**src/rtl/seq_divider_pkg.sv**
```systemverilog
// Shared types and defaults for the sequential restoring divider.
package div_pkg;

  localparam int DW_DEFAULT = 8;

  typedef enum logic [1:0] {
    IDLE,
    CALC,
    DONE
  } div_state_t;

endpackage

```
**src/rtl/seq_divider_if.sv**
```systemverilog
// Start/busy/done handshake and operand/result bus of the divider.
interface seq_divider_if
  import div_pkg::*;
#(
  parameter int DW = DW_DEFAULT
) ();

  logic          start;
  logic [DW-1:0] dividend;
  logic [DW-1:0] divisor;
  logic          busy;
  logic          done;
  logic [DW-1:0] quotient;
  logic [DW-1:0] remainder;
  logic          div_by_zero;

  modport master (
    output start, dividend, divisor,
    input  busy, done, quotient, remainder, div_by_zero
  );

  modport slave (
    input  start, dividend, divisor,
    output busy, done, quotient, remainder, div_by_zero
  );

endinterface

```
**src/rtl/seq_divider_div_step.sv**
```systemverilog
// One restoring-division step: shift in the next dividend bit, trial-subtract
// the divisor, and keep the difference only when it does not go negative.
module div_step
  import div_pkg::*;
#(
  parameter int DW = DW_DEFAULT
) (
  input  logic [DW-1:0] i_r,
  input  logic          i_q_msb,
  input  logic [DW-1:0] i_d,
  output logic [DW-1:0] o_r,
  output logic          o_q_bit
);

  logic [DW:0] w_r_shift;
  logic        w_ge;

  assign w_r_shift = {i_r, i_q_msb};
  assign w_ge      = (w_r_shift >= {1'b0, i_d});

  // The shifted value may reach 2^DW, but then it always exceeds the divisor,
  // so the restored result fits back into DW bits.
  always_comb begin
    // NOTE: default every output first so no path leaves one unassigned (no latch).
    o_r     = w_r_shift[DW-1:0];
    o_q_bit = 1'b0;
    if (w_ge) begin
      o_r     = DW'(w_r_shift - {1'b0, i_d});
      o_q_bit = 1'b1;
    end
  end

endmodule

```
**src/rtl/seq_divider.sv**
```systemverilog
// Sequential restoring divider: one quotient bit per clock under a
// start/busy/done handshake; a zero divisor short-circuits to a flagged result.
module seq_divider
  import div_pkg::*;
#(
  parameter  int DW = DW_DEFAULT,
  localparam int CW = $clog2(DW) + 1
) (
  input logic         clk,
  input logic         rst,
  seq_divider_if.slave bus
);

  div_state_t    r_state;
  logic [DW-1:0] r_q;
  logic [DW-1:0] r_d;
  logic [DW-1:0] r_r;
  logic [CW-1:0] r_count;
  logic          r_busy;
  logic          r_done;
  logic [DW-1:0] r_quotient;
  logic [DW-1:0] r_remainder;
  logic          r_dbz;

  logic [DW-1:0] w_r_next;
  logic          w_q_bit;
  logic [DW-1:0] w_q_next;

  // The partial remainder is always below the divisor after a step, so its
  // extra top bit is only ever needed inside the step's compare.
  div_step #(.DW(DW)) u_step (
    .i_r     (r_r),
    .i_q_msb (r_q[DW-1]),
    .i_d     (r_d),
    .o_r     (w_r_next),
    .o_q_bit (w_q_bit)
  );

  assign w_q_next = {r_q[DW-2:0], w_q_bit};

  // NOTE: sequential state uses non-blocking assignments only.
  always_ff @(posedge clk or negedge rst) begin
    if (!rst) begin
      r_state     <= IDLE;
      r_q         <= '0;
      r_d         <= '0;
      r_r         <= '0;
      r_count     <= '0;
      r_busy      <= 1'b0;
      r_done      <= 1'b0;
      r_quotient  <= '0;
      r_remainder <= '0;
      r_dbz       <= 1'b0;
    end else begin
      case (r_state)
        IDLE: begin
          r_done <= 1'b0;
          if (bus.start) begin
            r_q     <= bus.dividend;
            r_d     <= bus.divisor;
            r_r     <= '0;
            r_count <= '0;
            if (bus.divisor != '0) begin
              r_state <= CALC;
              r_busy  <= 1'b1;
            end else begin
              r_state <= DONE;
            end
          end
        end

        CALC: begin
          r_r     <= w_r_next;
          r_q     <= w_q_next;
          r_count <= r_count + 1'b1;
          if (r_count == CW'(DW - 1)) begin
            r_state     <= DONE;
            r_busy      <= 1'b0;
            r_done      <= 1'b1;
            r_quotient  <= w_q_next;
            r_remainder <= w_r_next;
            r_dbz       <= 1'b0;
          end
        end

        DONE: begin
          // A zero divisor arrives here with done still low; publish its
          // result one edge later so done follows the accepting edge by one.
          if (!r_done) begin
            r_done      <= 1'b1;
            r_quotient  <= '1;
            r_remainder <= r_q;
            r_dbz       <= 1'b1;
          end else begin
            r_done  <= 1'b0;
            r_state <= IDLE;
          end
        end

        default: r_state <= IDLE;
      endcase
    end
  end

  assign bus.busy        = r_busy;
  assign bus.done        = r_done;
  assign bus.quotient    = r_quotient;
  assign bus.remainder   = r_remainder;
  assign bus.div_by_zero = r_dbz;

endmodule

```
**src/flat_wrapper.sv**
```systemverilog
// flat-port wrapper written by rule: the top's interface ports become plain ports
module seq_divider_flat import div_pkg::*;
#(
  parameter  int DW = DW_DEFAULT,
  localparam int CW = $clog2(DW) + 1
)
  (clk, rst, bus_start, bus_dividend, bus_divisor, bus_busy, bus_done, bus_quotient, bus_remainder, bus_div_by_zero);
  seq_divider_if #(.DW(DW)) bus_i ();
  input logic clk;
  input logic rst;
  input wire logic [$bits(bus_i.start)-1:0] bus_start;
  input wire logic [$bits(bus_i.dividend)-1:0] bus_dividend;
  input wire logic [$bits(bus_i.divisor)-1:0] bus_divisor;
  output wire logic [$bits(bus_i.busy)-1:0] bus_busy;
  output wire logic [$bits(bus_i.done)-1:0] bus_done;
  output wire logic [$bits(bus_i.quotient)-1:0] bus_quotient;
  output wire logic [$bits(bus_i.remainder)-1:0] bus_remainder;
  output wire logic [$bits(bus_i.div_by_zero)-1:0] bus_div_by_zero;
  assign bus_i.start = bus_start;
  assign bus_i.dividend = bus_dividend;
  assign bus_i.divisor = bus_divisor;
  assign bus_busy = bus_i.busy;
  assign bus_done = bus_i.done;
  assign bus_quotient = bus_i.quotient;
  assign bus_remainder = bus_i.remainder;
  assign bus_div_by_zero = bus_i.div_by_zero;
  seq_divider #(.DW(DW)) u_core (.clk(clk), .rst(rst), .bus(bus_i));
endmodule
```
**config.mk**
```make
export PLATFORM = sky130hd
export DESIGN_NAME = seq_divider_flat
export DESIGN_NICKNAME = d
export VERILOG_FILES = /design/src/rtl/seq_divider_pkg.sv /design/src/rtl/seq_divider_if.sv /design/src/rtl/seq_divider_div_step.sv /design/src/rtl/seq_divider.sv /design/src/flat_wrapper.sv
export SDC_FILE = /design/constraint.sdc
export NUM_CORES = 1
export LEC_CHECK = 0
export ABC_CLOCK_PERIOD_IN_PS = 3000
export CAP_MARGIN = 0
export CORE_UTILIZATION = 55
export CTS_CLUSTER_SIZE = 12
export DETAILED_ROUTE_END_ITERATION = 8
export GPL_TIMING_DRIVEN = 0
export PLACE_DENSITY_LB_ADDON = 0.12
export SLEW_MARGIN = 30
export SYNTH_ARGS = -nofsm -noshare
export SYNTH_HDL_FRONTEND = slang
export SYNTH_SLANG_ARGS = --single-unit
```
**constraint.sdc**
```tcl
create_clock -name clk -period 3 [get_ports clk]
set_clock_uncertainty 0.1 [all_clocks]
set_input_delay 0.6 -clock clk [delete_from_list [all_inputs] [get_ports clk]]
set_output_delay 0.6 -clock clk [all_outputs]
set_load 0.05 [all_outputs]
```
-- Word level (Yosys, flattened, before mapping)
Index checks and enable logic that the tools add are counted.
- output and inout bits: 19
- bits in registers: 49
- logic and storage cells: 60
- $add $sub $neg: 2
- order comparisons: 1
- equality and inequality tests: 8
- reduce and logical (&&, ||, !) cells: 11
- multiplexer cells: 28
- operators with widths (operator ; count):
    case mux 8 bit (2 select lines) ; 4
    2-to-1 mux 8 bit ; 7
    >= comparator 9 x 8 -> 1 bit ; 1
    2-to-1 mux 2 bit ; 4
    case mux 4 bit (2 select lines) ; 1
    nonzero test 8 bit ; 1
    subtractor 8 bit ; 1
    2-to-1 mux 1 bit ; 7
    != test 2 x 1 -> 1 bit (second input constant) ; 3
    case mux 2 bit (3 select lines) ; 1
    AND reduction 2 bit ; 3
    AND reduction 3 bit ; 2
    adder 4 x 1 -> 4 bit (second input constant) ; 1
    == test 4 x 3 -> 1 bit (second input constant) ; 1
    2-to-1 mux 4 bit ; 1
    != test 2 bit (second input constant) ; 2
    case mux 1 bit (2 select lines) ; 2
    AND reduction 4 bit ; 1
    nonzero test 2 bit ; 2
    case mux 1 bit (3 select lines) ; 1
    nonzero test 3 bit ; 1
    == test 2 x 1 -> 1 bit (second input constant) ; 1
    == test 2 bit (second input constant) ; 1
    logical NOT 2 bit ; 1

-- Logic depth before layout (Yosys ltp)
Gate-level depths: netlist of run 1.
- word-level depth: 4
- mapped depth: 9
- gate-level depth less buffers: 9

-- Modules after synthesis
Synthesis of run 1 repeated with hierarchy kept, for this count alone.
- cell total of the unflattened synthesis: 246
- area, all modules: 2859.0 um^2
- modules (own cells, without submodules) (module ; area each (um^2) ; cells each ; sequential area each (um^2) ; times used):
    seq_divider ; 2319.7 ; 180 ; 1226.2 ; 1
    div_step ; 539.3 ; 66 ; 0.0 ; 1

-- Worst setup path after synthesis of run 1
OpenSTA, ideal clock, no wires.
- path type: reg-to-reg
- start: register u_core.r_r[3]
- end: register u_core.r_r[2]
- data required time: 2.778 ns
- cell stages (with the launch flop): 7
- slack: 0.746 ns
- path buffers: 0
- data arrival time: 2.032 ns
- cells stage by stage: dfrtp_1 -> ha_1 -> nand4_2 -> nor2_2 -> or4_4 -> or3_1 -> a32o_1
- longest elaborated chain between the ends: 3
- ends and longest elaborated chain (what ; RTL line ; RTL):
    from (decl) ; seq_divider.sv:17 ; logic [DW-1:0] r_r;
    from (signal assigned) ; seq_divider.sv:73 ; r_r <= w_r_next;
    >= comparator 9 x 8 -> 1 bit ; seq_divider_div_step.sv:19 ; assign w_ge = (w_r_shift >= {1'b0, i_d});
    2-to-1 mux 8 bit ; seq_divider_div_step.sv:27 ; if (w_ge) begin
    case mux 8 bit (2 select lines) ; seq_divider.sv:55 ; case (r_state)
No other way between the ends.
A chain may end at the register's enable or synchronous reset.

-- Final worst setup path of run 1
- start: register u_core.r_state[0]
- end: register u_core.r_q[6]
- longest elaborated chain between the ends: 3
- ends and longest elaborated chain (what ; RTL line ; RTL):
    from (decl) ; seq_divider.sv:14 ; div_state_t r_state;
    from (signal assigned) ; seq_divider.sv:44 ; r_state <= IDLE;
    from (signal assigned) ; seq_divider.sv:64 ; r_state <= CALC;
    from (signal assigned) ; seq_divider.sv:67 ; r_state <= DONE;
    == test 2 x 1 -> 1 bit / logical NOT 2 bit (equally long branches) ; seq_divider.sv:55 ;
    nonzero test 2 bit (no source line) / != test 2 bit (equally long branches) ; n/a ;
    AND reduction 2 bit (no source line) ; n/a ;
    to (signal assigned) ; seq_divider.sv:59 ; r_q <= bus.dividend;
    to (signal assigned) ; seq_divider.sv:74 ; r_q <= w_q_next;
    to (decl) ; seq_divider.sv:15 ; logic [DW-1:0] r_q;
Several ways; a longest one is shown, not always the timed one.

==> results of run 1 <==
==> metal layers <==
layer  share of wire, %  wire length (um)
met1                 45              2970
met3                5.1               336
met5                  0                 0
met2                 48              3190
met4                1.7               113
==> state kept, by name (all words and copies together), names as in the netlist <==
signal and cells:
u_core.bus.remainder 8, u_core.bus.div_by_zero 1, u_core.bus.busy 1, u_core.bus.quotient 8, u_core.r_state 2, u_core.r_count 4, u_core.r_d 8, u_core.bus.done 1
u_core.r_r 8, u_core.r_q 8
==> synth_stat cells (3+ instances only) <==
master and count:
nand3_1 8, o21ai_0 23, a31oi_1 9, or3_1 4, buf_4 3, a21oi_1 20
o211ai_1 12, nor2_1 19, mux2i_1 8, buf_2 4, ha_1 13, nor3_1 3
o22ai_1 7, nor2b_1 8, nand2_1 31, o31ai_1 4, dfrtp_1 49, nand4_1 4
inv_1 17, clkbuf_1 4, mux2_2 11
==> where the power goes <==
group	internal [mW]	total, mW	switching, mW
clock	0.271	0.497	0.226
combinational	1.01	2.58	1.57
sequential	0.938	1.16	0.218
==> logic make-up after synthesis <==
group                      count (synthesis)  share of synthesized area (%)
DFF                                       49                           43.3
muxes                                     19                           7.21
adders and majority gates                 14                           6.45
AOI/OAI and AO/OA                         89                           19.8
xor gates and xnor gates                   3                          0.929
buffers and inverters                     32                           5.35
and+or+nand+nor                           94                           17.0
==> final timing paths <==
path                                   start  slack [ns]  depth (start not counted)       endpoint
min reg2reg                    u_core.r_q[7]        0.40                          2  u_core.r_q[7]
min in group clk               u_core.r_q[7]        0.40                          2  u_core.r_q[7]
min                                      rst        0.19                          1  u_core.r_q[6]
max in group asynchronous                rst        2.19                          1  u_core.r_d[4]
max reg2reg                u_core.r_state[0]        0.41                          7  u_core.r_q[6]
max                        u_core.r_state[0]        0.41                          7  u_core.r_q[6]
==> cell type report <==
| class | instances | area, um2 | share of cell area (%) |
|---|---|---|---|
| clock inverter | 2 | 37.5 | 1.10 |
| inverter | 18 | 67.6 | 1.99 |
| buffer | 14 | 83.8 | 2.46 |
| timing repair buffer | 37 | 368 | 10.8 |
| clock buffer | 6 | 82.6 | 2.43 |
| tap | 67 | 83.8 | 2.46 |
| sequential | 49 | 1230 | 36.0 |
| multi-input combinational | 219 | 1450 | 42.7 |
==> stage by stage <==
step	instances	util, %	instance area (um2)
2_1_floorplan	300	-	2830
3_3_place_gp	404	67.7	3280
3_5_place_dp	404	67.7	3280
4_1_cts	412	70.2	3400
5_1_grt	412	70.2	3400
6_report	412	70.2	3400
==> metrics, run 1 <==
largest net degree at the start of global routing 50; register area share after synthesis 43.3%; IO Count 38; syn_nets 333; Max stage delay on crit path 0.41 ns; Mapped Cells 300; Synthesis Warnings 0; RSZ-0062 raised after global routing no; htree depth 2; Pwr Density 1240 nW/um2; Slowest-stage cell, CP dfrtp_1; vias in the first global route 2271; Slew HR 44.9%; top cells by area, synth dfrtp_1 (43%), ha_1 (5.7%), mux2_2 (4.4%); area share of the largest cell type after synthesis 43.3%; met3 GRT Util 4.25%; post-layout total power 4.23 mW; clk root buf clkbuf_8; Final Max Tran Viols 0; chip width 73.7 um; most frequent cells in the layout dfrtp_1 (49), clkdlybuf4s50_1 (36), nand2_1 (31); final hold violation count 0; Final ANT Viol Nets 0; initial antenna violation count 0; pre-CTS setup slack 0.135 ns; total track usage 26.6%; syn avg cell area 9.43 um2; clock buffer depth 2; Leakage 1.45 nW; TritonRoute pass-1 iters 4; setup bufs post-CTS 0; GR Overflow Total 0; total core area 4850 um2; Highest Clock Rate 387 MHz; nets 377; Row Count 25; port bufs 37; Synth async-reset ratio 100%; peak supply drop 655 uV; GR peak layer met2; area grow syn2layout 20.2%; TritonCTS buffer count 5; GRT met1 Usage 35.3%; Final WS setup 0.413 ns; Worst Path Arrival 2.66 ns; status complete, no violations; Reg clk slew, reported paths 0.09 ns; Finish-stage setup viols 0; routed vias/inst 5.87; fillers 391; Crit. End Element flop; DRT iter0 DRCs 115; critical path's top delay family buffers and inverters; n_diodes 0; Critical Path RT 3.08 ns; actual slew at the worst max-slew pin 0.820 ns; Clock Latency Late Sink 0.30 ns; area leader, netlist dfrtp_1; commonest non-fill, non-tap cell in the layout dfrtp_1; CP cell instances inv_1, ha_1, nand2_1, a21boi_0, buf_4, clkbuf_1, o21ai_0; Cell variety after synth 51; CTS tree yes; Final period util 86.2%; Post-synth top flop dfrtp_1; #FFs+latches synth 49; tightest hold margin 0.193 ns; number of flops mapped to enable cells by yosys 0; # hold bufs at CTS 0; crit-path max FO 10; Hold WC Path Type in2async; Vias 2417; Initial Utilization 58.4%; drc violations 0; critical setup path kind reg2reg; Post-CTS Resized 0; grt met2 use 44.8%; Crit path buffers/inverters 3; mapped cell area 2830 um2; clk sinks 49; Routed WL 6610 um; startpoint types flop; first-pass GRT wire length 10800 um; hpwl dp 4890 um; die height 73.7 um; Final Wtd Congestion 0.894; share of cells above drive strength 1 10.7%; Die Area 5440 um2; Final Critical Period 2.59 ns; Setup TNS 0 ns; WL/cell 16.0 um; max cap viols 0
No activity file was read; power rests on OpenSTA's default activity.
==> inputs of run 2 (changes only) <==
--- a/config.mk
+++ b/config.mk
@@ -7,6 +7,7 @@
 export LEC_CHECK = 0
 export ABC_CLOCK_PERIOD_IN_PS = 3000
 export CAP_MARGIN = 0
+export CORE_MARGIN = 3
 export CORE_UTILIZATION = 55
 export CTS_CLUSTER_SIZE = 12
 export DETAILED_ROUTE_END_ITERATION = 8
==> run 2 against run 1 <==
Register-to-register slack better by 0.05 ns. Setup slack better by 0.052 ns. Critical endpoint unchanged. Flip-flop and latch count stayed put. Largest cell class unchanged. Clock-buffer cell count stayed put. Critical path depth stayed put. Largest power group unchanged. Total power is 0.36% lower. Non-clock buffer count stayed put. Sequential power hardly changed. Combinational power hardly changed.
==> metrics, run 2 (synthesized netlist as in run 1, its figures left out) <==
Vias 2419 (+0.083%); max cap viols 0 (unchanged); most frequent cells in the layout dfrtp_1 (49), clkdlybuf4s50_1 (36), nand2_1 (31); fillers 400 (+2.3%); nets 377 (unchanged); Highest Clock Rate 395 MHz (+2.1%); final hold violation count 0 (unchanged); Leakage 1.45 nW (unchanged); largest net degree at the start of global routing 50 (unchanged); RSZ-0062 raised after global routing no; first-pass GRT wire length 11500 um (+7.0%); commonest non-fill, non-tap cell in the layout dfrtp_1; IO Count 38 (unchanged); Post-CTS Resized 0 (unchanged); startpoint types flop; Clock Latency Late Sink 0.31 ns (about the same); post-layout total power 4.22 mW (-0.36%); crit-path max FO 10 (unchanged); Final Max Tran Viols 0 (unchanged); vias in the first global route 2393 (+5.4%); DP Area 3280 um2 (unchanged); clock buffer depth 2 (unchanged); flop-to-flop setup slack 0.47 ns (+0.05 ns); clk sinks 49 (unchanged); Critical Path RT 3.07 ns (about the same); Die Area 6040 um2 (+11%); die height 77.7 um (+5.4%); Final Instance Area 3400 um2 (unchanged); Hold WC Path Type in2async; setup bufs post-CTS 0 (unchanged); total core area 4850 um2 (unchanged); hpwl dp 4970 um (+1.7%); status complete, no violations; Worst Path Arrival 2.61 ns (-0.05 ns); initial antenna violation count 0 (unchanged); Row Count 25 (unchanged); Final Critical Period 2.53 ns (-0.0524 ns); Final ANT Viol Nets 0 (unchanged); DRT iter0 DRCs 254 (+120%); area grow syn2layout 20.2% (unchanged); Final Wtd Congestion 0.888 (-0.67%); actual slew at the worst max-slew pin 0.813 ns (-0.00644 ns); CP cell instances inv_1, ha_1, nand2_1, a21boi_0, buf_4, clkbuf_1, o21ai_0; TritonRoute pass-1 iters 5 (+1); htree depth 2 (unchanged); Initial Utilization 58.4% (unchanged); Slowest-stage cell, CP dfrtp_1; Crit. End Element flop; tightest hold margin 0.193 ns (-0.0000430 ns); chip width 77.7 um (+5.4%); critical path's top delay family buffers and inverters; Slew HR 45.3% (+0.35 points); Finish-stage setup viols 0 (unchanged); total track usage 24.0% (-2.6 points); # hold bufs at CTS 0 (unchanged); share of cells above drive strength 1 10.7% (unchanged); Max stage delay on crit path 0.41 ns (about the same); CTS tree yes; Crit path buffers/inverters 3 (unchanged); routed vias/inst 5.87 (about the same); Routed WL 6670 um (+0.85%); Final period util 84.5% (-1.7 points); WL/cell 16.2 um (+0.85%); port bufs 37 (unchanged); TritonCTS buffer count 5 (unchanged); Final WS setup 0.466 ns (+0.0524 ns); peak supply drop 613 uV (-6.4%); clk root buf clkbuf_8; Pwr Density 1240 nW/um2 (-0.36%); n_diodes 0 (unchanged); drc violations 0 (unchanged); GR Overflow Total 0 (unchanged); critical setup path kind reg2reg; Reg clk slew, reported paths 0.09 ns (about the same); pre-CTS setup slack 0.154 ns (+0.0190 ns)
run 2: per-stage QoR:
step | util (%) | std cells | TNS, ns
after global routing | 70.2 | 412 | 0
after global placement | 67.7 | 404 | -8.11
after detailed placement | 67.7 | 404 | 0
after CTS | 70.2 | 412 | 0
after floorplan | - | 300 | 0
final | 70.2 | 412 | 0
run 2: power by group:
group	switching, mW	leakage [nW]	internal [mW]
combinational	1.56	0.795	1.01
sequential	0.216	0.597	0.939
clock	0.227	0.0574	0.271
run 2: worst reg2reg max path, delay by kind of cell, from the launching register on:
| family | cells | cell delay [ns] |
|---|---|---|
| and+or+nand+nor | 1 | 0.35 |
| DFF | 1 | 0.41 |
| buffers and inverters | 3 | 0.74 |
| adders and majority gates | 1 | 0.27 |
| AOI/OAI and AO/OA | 2 | 0.54 |
run 2: per-layer routing:
| layer | global-route usage (%) | part of all wire [%] |
|---|---|---|
| met5 | 0 | 0 |
| met4 | 7.65 | 1.7 |
| met3 | 4.41 | 6.6 |
| met2 | 40.0 | 49 |
| met1 | 31.7 | 43 |
run 2: path summary, 6_finish.rpt:
kind                            cells past startpoint              start                end
min in group clk                                    2      u_core.r_q[7]      u_core.r_q[7]
worst max register to register                      7  u_core.r_state[0]      u_core.r_q[6]
worst min-delay path                                1                rst      u_core.r_q[6]
worst min register to register                      2      u_core.r_q[7]      u_core.r_q[7]
max in group asynchronous                           1                rst  u_core.r_state[1]
worst max-delay path                                7  u_core.r_state[0]      u_core.r_q[6]
run 2: cell type report:
| class | count | area [um2] | share of cell area, % |
|---|---|---|---|
| Multi-Input combinational cell | 219 | 1450 | 42.7 |
| Timing Repair Buffer | 37 | 368 | 10.8 |
| Buffer | 14 | 83.8 | 2.46 |
| Clock buffer | 6 | 82.6 | 2.43 |
| Sequential cell | 49 | 1230 | 36.0 |
| Inverter | 18 | 67.6 | 1.99 |
| Clock inverter | 2 | 37.5 | 1.10 |
| Tap cell | 67 | 83.8 | 2.46 |
==> RTL change 1: new RTL, settings of run 1 <==
Change the package constant `DW_DEFAULT` from 8 to 16.
--- a/src/rtl/seq_divider_pkg.sv
+++ b/src/rtl/seq_divider_pkg.sv
@@ -2,5 +2,5 @@
 package div_pkg;
 
-  localparam int DW_DEFAULT = 8;
+  localparam int DW_DEFAULT = 16;
 
   typedef enum logic [1:0] {
Interface: changed (resized bus_dividend, bus_divisor, bus_quotient and bus_remainder); port bits go from 38 to 70. No check against the original RTL was run, so the function may have changed too.
==> RTL change 1 against run 1 <==
- routed wire length up 81%
- worst setup slack worse by 0.13 ns
- sequential power up 85%
- final area up 77%
- area after synthesis up 76%
- first-iteration DRC count up 43%
- total power up 84%
- worst hold slack better by 0.18 ns
- via count up 65%
- sequential cell count up 41
==> RTL change 1: results (changes against run 1) <==
Psw=3780 µW (+88%); worst hold path type=flip-flop to flip-flop; largest stage delay on the critical path=0.44 ns (+0.03 ns); Pleak=0.00280 µW (+93%); first-pass GRT wire length=20.3 mm (+88%); Worst VDD drop=0.542 mV (-17%); clock-pin transition on the worst setup and hold timing paths=0.11 ns (+0.02 ns); Gate power share=61.6% (+0.7 points); Commonest cells post-synth=dfrtp_1 (90), nand2_1 (81), o21ai_0 (43), mux2i_1 (31), a21oi_1 (27); Hold Buf Count CTS=1 (+1); R2R setup slack=0.28 ns (-0.13 ns); Syn Inst Count=508 (+69%); register area share after synthesis=45.3% (+2.0 points); Final nets=648 (+72%); Compound-Gate Fraction of Synth Area=18.0% (-1.8 points); Vias/cell=5.70 (-2.9%); Mean Syn Cell Area=9.79 µm² (+3.8%); Initial DRC Count=164 (+43%); Buffers, non-clock=98 (+92%); Fillers=713 (+82%); Post-Synth Adder-Cell Area=5.94% (-0.52 points); layout cells sized above 1=11.3% (+0.55 points); DR WL/cell=17.0 µm (+6.3%); inverter count=26 (+8); total power=7780 µW (+84%); synth top area cells=dfrtp_1 (45%), mux2i_1 (6.2%), nand2_1 (6.1%); final worst-path cycle share=90.7% (+4.5 points); layout sequential cell count=90 (+84%); Placed Cells incl. Taps=686 (+70%); total track usage=26.8% (+0.25 points); CP arrival=2.90 ns (+0.24 ns); clk_lat worst skew=0.36 ns (+0.06 ns); synth unique cells=61 (+20%); final WL=12.0 mm (+81%); mux contribution to synthesized area=10.2% (+3.0 points); final instance area=0.00603 mm² (+77%); Num CTS Buffers=9 (+4); normalized max-slew margin=47.6% (+2.7 points); DP Area=0.00583 mm² (+78%); Post-DP HPWL=9.04 mm (+85%); Synth Area in XOR/XNOR=2.29% (+1.4 points); NonClk Buf Share=15.1% (+1.8 points); Syn Nets=566 (+70%); htree depth=3 (+1); largest net degree at the start of global routing=64 (+28%); Worst R2R Start=u_core.r_count[0]; post-place setup slack=0.266 ns (+0.132 ns); Post-synth ARST share=100% (unchanged); outcome=complete, no violations; multi-input gate share of total cell area=40.6% (-2.1 points); number of global-route vias before repair=4023 (+77%); clk tree area frac=3.13% (-0.40 points); GP Congestion=0.843 (-5.7%)
RTL change 1: cell types whose count changed after synthesis, sizes merged, moves of 9 or more:
cell / before / now
mux2i: 8 / 31
o21ai: 23 / 67
clkbuf: 4 / 20
inv: 17 / 26
o211ai: 12 / 3
ha: 13 / 22
nand2: 31 / 82
dfrtp: 49 / 90
a21oi: 20 / 31
RTL change 1: metal layers:
| layer | track usage [%] | vias to the layer above | routed length [µm] |
|---|---|---|---|
| met5 | 0 | - | 0 |
| met4 | 5.40 | 0 | 102 |
| met3 | 4.17 | 9 | 553 |
| met2 | 45.0 | 102 | 5810 |
| met1 | 37.1 | 1946 | 5500 |
| li1 | - | 1941 | - |
RTL change 1: path summary, 6_finish.rpt:
check                                           endpoint  cells past startpoint
worst max-delay path            u_core.bus.remainder[11]                      9
min in group asynchronous         u_core.bus.quotient[3]                      2
worst min register to register    u_core.bus.quotient[5]                      2
max in group asynchronous              u_core.r_count[1]                      3
worst max register to register  u_core.bus.remainder[11]                      9
worst min-delay path              u_core.bus.quotient[5]                      2
==> RTL change 2: new RTL, flow settings as in run 1 <==
Made on the original files. Encoding of `div_state_t`: now one-hot (3 bits for 3 states).
--- a/src/rtl/seq_divider_pkg.sv
+++ b/src/rtl/seq_divider_pkg.sv
@@ -4,8 +4,8 @@
   localparam int DW_DEFAULT = 8;
 
-  typedef enum logic [1:0] {
-    IDLE,
-    CALC,
-    DONE
+  typedef enum logic [2:0] {
+    IDLE = 3'b001,
+    CALC = 3'b010,
+    DONE = 3'b100
   } div_state_t;
 
Behaviour: same outputs for any inputs over 10 cycles, from zero or initial values and one cycle with rst low; not proved beyond that.
==> RTL change 2 against run 1 <==
- routed wire length shrank 12%
- worst setup slack better by 0.24 ns
- via count shrank 12%
- area after synthesis down 8.9%
- sequential cell count is 1 higher
- final area down 9.0%
- total power down 12%
- critical path type unchanged
==> RTL change 2: results (changes against run 1) <==
outcome=complete, no violations; total track usage=25.2% (-1.4 points); Placed Cells incl. Taps=354 (-12%); DP Area=0.00301 mm² (-8.3%); CP top delay family=compound AO/OA/AOI/OAI gates; slowest CP cell=dfrtp_1; Reg power frac=30.7% (+3.4 points); port bufs=37 (unchanged); Compound-Gate Fraction of Synth Area=21.5% (+1.7 points); clk_lat worst skew=0.30 ns (about the same); Post-DP HPWL=4.32 mm (-12%); Psw=1760 µW (-13%); Final Non-Filler Cells=362 (-12%); post-CTS setup buffer count=0 (unchanged); CP arrival=2.43 ns (-0.23 ns); Post-Synth Adder-Cell Area=5.15% (-1.3 points); largest net degree at the start of global routing=51 (+2.0%); Pleak=0.00134 µW (-7.6%); antenna violations before repair=0 (unchanged); DR pass1 iterations=4 (unchanged); Post-synth ARST share=100% (unchanged); Commonest cells post-synth=dfrtp_1 (49), nor2_1 (27), nand2_1 (25), o21ai_0 (17), o21ai_1 (15); worst hold path type=primary input to async pin; Final nets=338 (-10%); seq pwr=1150 µW; clock-pin transition on the worst setup and hold timing paths=0.09 ns (about the same); final WL=5.80 mm (-12%); first-pass GRT wire length=9.65 mm (-10%); mux contribution to synthesized area=2.38% (-4.8 points); Gate power share=59.1% (-1.8 points); synth unique cells=52 (+2.0%); register area share after synthesis=48.6% (+5.3 points); post-place setup slack=0.661 ns (+0.526 ns); Synth Area in XOR/XNOR=1.02% (+0.091 points); synth top area cells=dfrtp_1 (48%), ha_1 (4.4%), nor2_1 (3.9%); Mean Syn Cell Area=9.73 µm² (+3.1%); Syn Nets=294 (-12%); GP Congestion=0.867 (-3.0%); Num CTS Buffers=5 (unchanged); number of global-route vias before repair=1996 (-12%); Initial DRC Count=98 (-15%); largest stage delay on the critical path=0.44 ns (+0.03 ns); Worst VDD drop=0.687 mV (+4.9%); normalized max-slew margin=55.9% (+11 points); htree depth=2 (unchanged); cts repair resizes=0 (unchanged); Vias/cell=5.91 (+0.72%); layout cells sized above 1=10.0% (-0.72 points)
-- RTL change 2: changes by cell type after synthesis, sizes merged, moves of 6 or more --
cell / before / now
mux2: 11 / 1
o22a: 0 / 8
o21ai: 23 / 33
o211ai: 12 / 3
a21oi: 20 / 9
nor2: 20 / 29
a22oi: 0 / 9
a31oi: 9 / 1
nand2: 31 / 25
-- RTL change 2: logic make-up (layout without fill, tap and decap cells) --
| family | Yosys count | after routing |
|---|---|---|
| and+or+nand+nor | 89 | 89 |
| DFF | 50 | 50 |
| buffers and inverters | 25 | 70 |
| muxes | 6 | 6 |
| adders and majority gates | 10 | 10 |
| xor gates and xnor gates | 3 | 3 |
| AOI/OAI and AO/OA | 82 | 82 |
-- RTL change 2: layout make-up --
cell class	instances	area, µm²
Fill cell	364	1320
Sequential cell	50	1250
Multi-Input combinational cell	190	1210
Timing Repair Buffer	37	368
Clock buffer	7	76.3
Tap cell	52	65.1
Buffer	12	62.6
Inverter	13	48.8
Clock inverter	1	7.51
-- RTL change 2: routing by layer --
| layer | track usage, % | wire length (µm) |
|---|---|---|
| met1 | 36.6 | 2880 |
| met4 | 6.44 | 40 |
| met5 | 0 | 0 |
| met2 | 38.7 | 2720 |
| met3 | 4.76 | 161 |
-- RTL change 2: final timing paths --
| kind | startpoint | end | slack (ns) | cells after the start |
|---|---|---|---|---|
| setup / recovery | u_core.r_r[5] | u_core.r_r[2] | 0.65 | 7 |
| hold reg to reg | u_core.bus.div_by_zero | u_core.bus.div_by_zero | 0.39 | 2 |
| min in group clk | u_core.bus.div_by_zero | u_core.bus.div_by_zero | 0.39 | 2 |
| hold / removal | rst | u_core.bus.done | 0.19 | 1 |
| setup reg to reg | u_core.r_r[5] | u_core.r_r[2] | 0.65 | 7 |
| max in group asynchronous | rst | u_core.bus.remainder[6] | 2.18 | 1 |
